<file path="config.mk">
export PLATFORM = sky130hd
export DESIGN_NAME = lcd_mask_loader
export DESIGN_NICKNAME = d
export VERILOG_FILES = /design/src/rtl/lcd_mask_loader.sv
export SDC_FILE = /design/constraint.sdc
export NUM_CORES = 1
export LEC_CHECK = 0
export ABC_AREA = 1
export CORE_ASPECT_RATIO = 0.8
export CORE_MARGIN = 1
export CORE_UTILIZATION = 60
export CTS_BUF_LIST = sky130_fd_sc_hd__clkbuf_4 sky130_fd_sc_hd__clkbuf_8
export DETAILED_ROUTE_END_ITERATION = 12
export PLACE_DENSITY_LB_ADDON = 0.25
export SKIP_CTS_REPAIR_TIMING = 1
export SLEW_MARGIN = 20
export SYNTH_ARGS = -nofsm -noshare
export SYNTH_HDL_FRONTEND = slang
export SYNTH_SLANG_ARGS = --single-unit
export TNS_END_PERCENT = 1
</file>
<file path="constraint.sdc">
create_clock -name clk -period 7.18 [get_ports clk]
set_clock_uncertainty 0.1 [all_clocks]
set_input_delay 1.436 -clock clk [delete_from_list [all_inputs] [get_ports clk]]
set_output_delay 1.436 -clock clk [all_outputs]
set_load 0.02 [all_outputs]
</file>
<file path="src/rtl/lcd_mask_loader.sv">
// rtl/lcd_mask_loader.sv - RLE mask byte stream decoder feeding the LCD mask port
module lcd_mask_loader #(
  parameter int MASK_WORDS = 57600,
  parameter int WR_SPACING = 3
) (
  input  logic        clk,
  input  logic        reset,
  input  logic        start,
  input  logic        in_valid,
  input  logic [7:0]  in_data,
  input  logic        in_last,
  output logic        in_ready,
  output logic        mask_data_wr,
  output logic [15:0] mask_data,
  output logic        busy,
  output logic        done,
  output logic        error,
  output logic [15:0] word_count
);

  localparam int SW = (WR_SPACING > 1) ? $clog2(WR_SPACING) : 1;

  typedef enum logic [2:0] {IDLE, TOK_LO, TOK_HI, DAT_LO, DAT_HI, EMIT, DONE, ERROR} state_t;

  state_t        state;
  logic          tok_run;
  logic          last_seen;
  logic [7:0]    tok_lo;
  logic [7:0]    dat_lo;
  logic [15:0]   remaining;
  logic [15:0]   value;
  logic [SW-1:0] gap;

  logic          xfer;
  logic          space_ok;
  logic          emit_now;
  logic          last_now;
  logic [15:0]   emit_word;
  logic [15:0]   rem_after;
  logic [15:0]   wc_next;

  assign in_ready = state inside {TOK_LO, TOK_HI, DAT_LO, DAT_HI};
  assign busy     = !(state inside {IDLE, DONE, ERROR});
  assign done     = (state == DONE);
  assign error    = (state == ERROR);

  // The DAT_HI byte can be written straight through so the strobe lands one cycle after it.
  assign xfer      = in_valid && in_ready;
  assign space_ok  = (gap == '0);
  assign emit_now  = space_ok && ((state == EMIT) || (state == DAT_HI && xfer));
  assign emit_word = (state == EMIT) ? value : {in_data, dat_lo};
  assign last_now  = last_seen || (xfer && in_last);
  assign rem_after = remaining - 16'd1;
  assign wc_next   = word_count + 16'd1;

  always_ff @(posedge clk or posedge reset) begin
    if (reset) begin
      state        <= IDLE;
      tok_run      <= 1'b0;
      last_seen    <= 1'b0;
      tok_lo       <= 8'd0;
      dat_lo       <= 8'd0;
      remaining    <= 16'd0;
      value        <= 16'd0;
      gap          <= '0;
      mask_data_wr <= 1'b0;
      mask_data    <= 16'd0;
      word_count   <= 16'd0;
    end else if (start) begin
      state        <= TOK_LO;
      last_seen    <= 1'b0;
      remaining    <= 16'd0;
      gap          <= '0;
      mask_data_wr <= 1'b0;
      word_count   <= 16'd0;
    end else begin
      mask_data_wr <= 1'b0;
      if (gap != '0) gap <= gap - SW'(1);
      if (xfer && in_last) last_seen <= 1'b1;

      if (emit_now) begin
        mask_data    <= emit_word;
        value        <= emit_word;
        mask_data_wr <= 1'b1;
        word_count   <= wc_next;
        remaining    <= rem_after;
        gap          <= SW'(WR_SPACING - 1);
        if (wc_next == 16'(MASK_WORDS))
          state <= (rem_after == 16'd0 && last_now) ? DONE : ERROR;
        else if (rem_after == 16'd0)
          state <= last_now ? ERROR : TOK_LO;
        else if (tok_run)
          state <= EMIT;
        else
          state <= last_now ? ERROR : DAT_LO;
      end else begin
        case (state)
          TOK_LO: if (xfer) begin
            tok_lo <= in_data;
            state  <= in_last ? ERROR : TOK_HI;
          end
          TOK_HI: if (xfer) begin
            remaining <= {1'b0, in_data[6:0], tok_lo} + 16'd1;
            tok_run   <= in_data[7];
            state     <= in_last ? ERROR : DAT_LO;
          end
          DAT_LO: if (xfer) begin
            dat_lo <= in_data;
            state  <= in_last ? ERROR : DAT_HI;
          end
          DAT_HI: if (xfer) begin
            value <= {in_data, dat_lo};
            state <= EMIT;
          end
          default: ;
        endcase
      end
    end
  end

endmodule

</file>
# ---- After elaboration in Yosys (flattened, before gate mapping)
# Cells that the tools add are included.
dict set report totals {
  latchBits 0
  ram_bits 0
  rom_bits 0
  in_bits 13
  mem_count 0
  reg_bits 88
  wordCells 91
  out_inout_bits 37
}
dict set report classes {
  add_sub_neg 4
  bitwise 2
  n_mux 33
  reduce_logical 29
  n_div 0
  mul 0
  n_eq_ne 12
  shifts 0
  magnitude_cmp 0
}
# cell n
set op_table {}
lappend op_table {{16-bit 2-to-1 mux} 10}
lappend op_table {{3-bit 2-to-1 mux} 13}
lappend op_table {{15-bit by 1-bit adder with 16-bit output, second input constant} 1}
lappend op_table {{16-bit by 1-bit adder with 16-bit output, second input constant} 1}
lappend op_table {{16-bit == test, second input constant} 1}
lappend op_table {{16-bit logical NOT} 1}
lappend op_table {{4-bit inequality test, second input constant} 4}
lappend op_table {{16-bit by 1-bit subtractor with 16-bit output, second input constant} 1}
lappend op_table {{3-bit == test, second input constant} 4}
lappend op_table {{3-bit case mux with 4 select lines} 1}
lappend op_table {{4-bit AND reduction} 3}
lappend op_table {{3-bit nonzero test} 4}
lappend op_table {{2-bit nonzero test} 5}
lappend op_table {{2-bit 2-to-1 mux} 4}
lappend op_table {{3-bit by 2-bit == test with 1-bit output, second input constant} 2}
lappend op_table {{6-bit nonzero test} 1}
lappend op_table {{1-bit logical AND} 5}
lappend op_table {{1-bit 2-to-1 mux} 5}
lappend op_table {{5-bit AND reduction} 1}
lappend op_table {{2-bit AND reduction} 2}
lappend op_table {{4-bit nonzero test} 1}
lappend op_table {{3-bit by 1-bit == test with 1-bit output, second input constant} 1}
lappend op_table {{3-bit logical NOT} 1}
lappend op_table {{3-bit AND reduction} 1}
lappend op_table {{5 further kinds} 7}

# ---- Longest topological paths before layout
dict set report depth {
  word_depth 11
  ltp_mapped 16
  mapped_depth_nobuf 16
}

# ---- Least setup slack after synthesis
# Ideal clock, no wire load.
dict set report synth_path {
  path_type {register -> output}
  from {reg state[2]}
  to {out busy}
  setup_slack_ps 4544
  n_path_buf 1
  stages_incl_launch_ff 4
  t_required_ps 5644
  t_arrival_ps 1100
  path_cell_list {dfrtp_1 > buf_4 > nand2_1 > a21boi_0}
}
dict set report synth_via {
  elab_chain_cells 3
  elab_cells_between_ends 5
  classes_between {2 x eq/ne; 3 x reduce/logical}
}
# element line
set synth_lines {}
lappend synth_lines {{from (decl)} 25} ;# state_t state;
lappend synth_lines {{from (signal assigned)} 89} ;# state <= (rem_after == 16'd0 && last_now) ? DONE : ERROR;
lappend synth_lines {{from (signal assigned)} 91} ;# state <= last_now ? ERROR : TOK_LO;
lappend synth_lines {{from (signal assigned)} 95} ;# state <= last_now ? ERROR : DAT_LO;
lappend synth_lines {{3-bit == test / 3-bit logical NOT (equally long branches)} 43} ;# assign busy = !(state inside {IDLE, DONE, ERROR});
lappend synth_lines {{3-bit nonzero test *} 43}
lappend synth_lines {{1-bit logical NOT *} 43}
lappend synth_lines {{to (decl)} 15} ;# output logic busy,
# Every way passes the cells marked *; elsewhere a longest branch is shown, timed or not.

# ---- Worst setup path in the final report
dict set report layout_path {
  from {in in_valid}
  to {reg value[14]}
}
dict set report layout_via {
  elab_chain_cells 6
  elab_cells_between_ends 8
  classes_between {1 x mux; 7 x reduce/logical}
}
# element line
set layout_lines {}
lappend layout_lines {{from (decl)} 9} ;# input logic in_valid,
lappend layout_lines {{1-bit logical AND *} 48} ;# assign xfer = in_valid && in_ready;
lappend layout_lines {{1-bit logical AND} 50} ;# assign emit_now = space_ok && ((state == EMIT) || (state == DAT_HI && xfer));
lappend layout_lines {{1-bit logical OR} 50}
lappend layout_lines {{1-bit logical AND} 50}
lappend layout_lines {{2-bit nonzero test (no line)} n/a}
lappend layout_lines {{3-bit AND reduction (no line)} n/a}
lappend layout_lines {{to (signal assigned)} 83} ;# value <= emit_word;
lappend layout_lines {{to (signal assigned)} 112} ;# value <= {in_data, dat_lo};
lappend layout_lines {{to (decl)} 31} ;# logic [15:0] value;
# Marks and branches as above.
# A chain may end at the register's enable or synchronous reset.

==> impl_metrics.py <==
metrics = {
    "cells_and_area": {
        "layout-drive-gt1-share_pct": 5.40,
        "num-fill-cells": 703,
        "nNetsFinal": 792,
        "antenna_cells": 0,
        "utilization_pct": 70.7,
        "ff_latch_area_mm2": 0.00220,
        "multi_input_area_mm2": 0.00259,
        "syn_to_final_growth_pct": 14.4,
    },
    "clocking": {
        "cts_tree": "yes",
        "clk_pin_slew_ps": 100,
        "cts_made_buffers": 9,
        "cts_buffer_depth": 2,
        "cts_root_buf": "clkbuf_8",
        "insertion_delay_ps": 370,
        "clock-sinks": 88,
        "h-tree-depth": 3,
    },
    "synth": {
        "synth-adder-area-share_pct": 1.44,
        "synth_cell_types": 40,
        "avgSynthCellArea_um2": 7.11,
        "synthSimpleGateAreaFrac_pct": 32.4,
        "synth_ff_type": "dfrtp_1",
        "synthMuxAreaShare_pct": 0,
        "synth_compound_area_share_pct": 12.3,
        "synthArstFlopShare_pct": 100,
        "syn_inst": 734,
        "syn-cell-area_mm2": 0.00522,
        "synthXorXnorAreaFrac_pct": 3.52,
        "synth-edff-count": 0,
        "yosysSeqAreaShare_pct": 42.2,
        "synth_top_family_by_area": "simple AND/OR/NAND/NOR gates",
        "syn_nets": 753,
        "synth_warnings": 0,
        "ys_ff_latch": 88,
    },
    "route": {
        "drtIter0Drc": 428,
        "drtAntennaViolNets": 0,
        "dr.pass1.iters": 5,
        "drt_wl_total_um": 13900,
        "wire_per_inst_um": 15.6,
        "via_count": 5162,
        "via_per_inst": 5.80,
        "drc": 0,
    },
    "timing": {
        "worst_pin_slew_ps": 935,
        "rsz0062_at_grt": "no",
        "max_freq_mhz": 247,
        "hold_viol": 0,
        "finalSetupViolCount": 0,
        "slew_headroom_pct": 37.6,
        "drv_slew": 0,
        "fin_crit_ps": 4050,
        "period_share_pct": 56.4,
        "fin_tns_setup_ps": 0,
    },
    "global_routing": {
        "grt_pass1_vias": 4786,
        "grt_max_degree": 47,
        "grt_overflow": 0,
        "grt_use_total_pct": 32.6,
        "antenna_found_initial": 0,
        "grt_pass1_wl_um": 23000,
    },
    "worst_setup_path": {
        "arrival_ps": 4180,
        "rrSetupSlack_ps": 3370,
        "worstSetupPathType": "in2reg",
        "r2r_cells": 9,
        "crit_start": "in_valid",
        "path_max_fanout": 31,
        "rr_startpoint": "state[2]",
        "worst_setup_path_end_kind": "flop",
        "required_ps": 7310,
        "crit_path_start_kind": "primary input",
        "r2r-end": "value[14]",
    },
    "die": {
        "ios": 50,
        "num_rows": 30,
        "die_width_um": 106,
        "dieArea_mm2": 0.00908,
        "fp.dieH_um": 85.4,
        "floorplan.initialDensity_pct": 61.8,
        "core-area_mm2": 0.00845,
    },
    "power": {
        "p_per_area_mw_per_mm2": 393,
        "vdd.ir_drop.worst_v": 0.000243,
        "p_leak_uw": 0.00286,
    },
    "status": {
        "outcome": "finished clean",
    },
    "worst_hold_path": {
        "hold_depth": 2,
        "hp-start": "mask_data[10]",
        "hold_class": "reg2reg",
        "hold-path-endpoint": "mask_data[10]",
    },
    "run": {
        "max-cap-violations": 0,
    },
    "place": {
        "place.port_buffers": 49,
        "hpwl_um": 9820,
        "gp_congestion": 0.933,
    },
}
registers in the layout, summed over array words and instances, names as in the netlist:
register / count
remaining: 16
word_count: 16
dat_lo: 8
tok_run: 1
state: 3
last_seen: 1
value: 16
gap: 2
tok_lo: 8
mask_data_wr: 1
mask_data: 16
layout by cell type (no fill, tap or decap), types with 2 or more instances in the layout:
cell type	count
clkdlybuf4s50_1	49
inv_6	2
xor2_1	19
o22ai_1	18
nor3_1	9
a31oi_1	15
o21ai_1	14
buf_4	2
or2_2	2
inv_1	70
inv_2	8
o21ai_0	50
nand4_1	11
a21oi_1	7
clkinvlp_4	2
ha_1	6
nand3_1	32
dfrtp_1	88
nor2_1	88
xnor2_1	2
nand2_1	248
clkbuf_8	10
o211ai_1	3
nor2_4	2
critical path, cell delays in order:
cell and delay [ps]:
clkdlybuf4s50_1 620, nand3_1 200, nand2_1 140, nand2_2 390
inv_1 870, nor2_1 160, o21ai_0 220, o21ai_0 120
power breakdown:
| part | switching (uW) | leakage, uW | internal [uW] |
|---|---|---|---|
| Sequential | 156 | 0.00113 | 673 |
| Combinational | 763 | 0.00163 | 388 |
| Clock | 192 | 0.000100 | 177 |
cell usage after synthesis (3+ instances only):
master / n / share of area (%)
o21ai_1: 14 / 1.3
nand2_1: 248 / 18
ha_1: 6 / 1.4
xor2_1: 19 / 3.2
a31oi_1: 15 / 1.8
nor3_1: 9 / 0.86
o22ai_1: 18 / 2.2
o21ai_0: 50 / 4.8
nand4_1: 11 / 1.3
nand3_1: 32 / 3.1
buf_4: 3 / 0.43
a21oi_1: 7 / 0.67
o211ai_1: 3 / 0.43
dfrtp_1: 88 / 42
nor2_1: 88 / 6.3
clkbuf_1: 9 / 0.65
buf_2: 10 / 0.96
inv_2: 8 / 0.58
inv_1: 71 / 5.1
per-layer routing:
layer	vias to the layer above	part of all wire (%)	GRT usage [%]
met5	-	0	0
met3	27	8.0	6.99
met1	2458	45	46.4
met2	240	45	50.4
li1	2437	-	-
met4	0	1.7	9.85
worst max-delay path by stage:
stage	slack, ps	endpoint
CTS	3250	remaining[14]
finish	3130	value[14]
floorplan	3370	dat_lo[0]
global route	2970	state[0]
detailed placement	2850	remaining[14]
global placement	2940	remaining[14]
layout make-up:
class	instances	area share [%]
clock buffer	11	2.43
clock inverter	5	1.05
timing repair buffer	52	8.93
multi-input combinational	543	43.4
tap	112	2.35
inverter	79	4.99
sequential	88	36.9
stage by stage:
| stage | setup WS, ps | total power [uW] | std cells | area [um2] | hold WS [ps] |
|---|---|---|---|---|---|
| floorplan | 3370 | 1610 | 734 | 5220 | 374 |
| global placement | 2940 | 1900 | 873 | 5740 | 360 |
| detailed placement | 2850 | 1940 | 874 | 5760 | 361 |
| CTS | 3250 | 2320 | 890 | 5970 | 381 |
| global route | 2970 | 2520 | 890 | 5970 | 406 |
| finish | 3130 | 2350 | 890 | 5970 | 379 |
cells by family (layout without fill, tap and decap cells):
family / count (synthesis) / after routing
AOI/OAI and AO/OA: 113 / 113
DFF: 88 / 88
buffers and inverters: 103 / 147
and+or+nand+nor: 403 / 403
adders and majority gates: 6 / 6
xor gates and xnor gates: 21 / 21
Note: power is estimated with default switching activity, not from simulation.
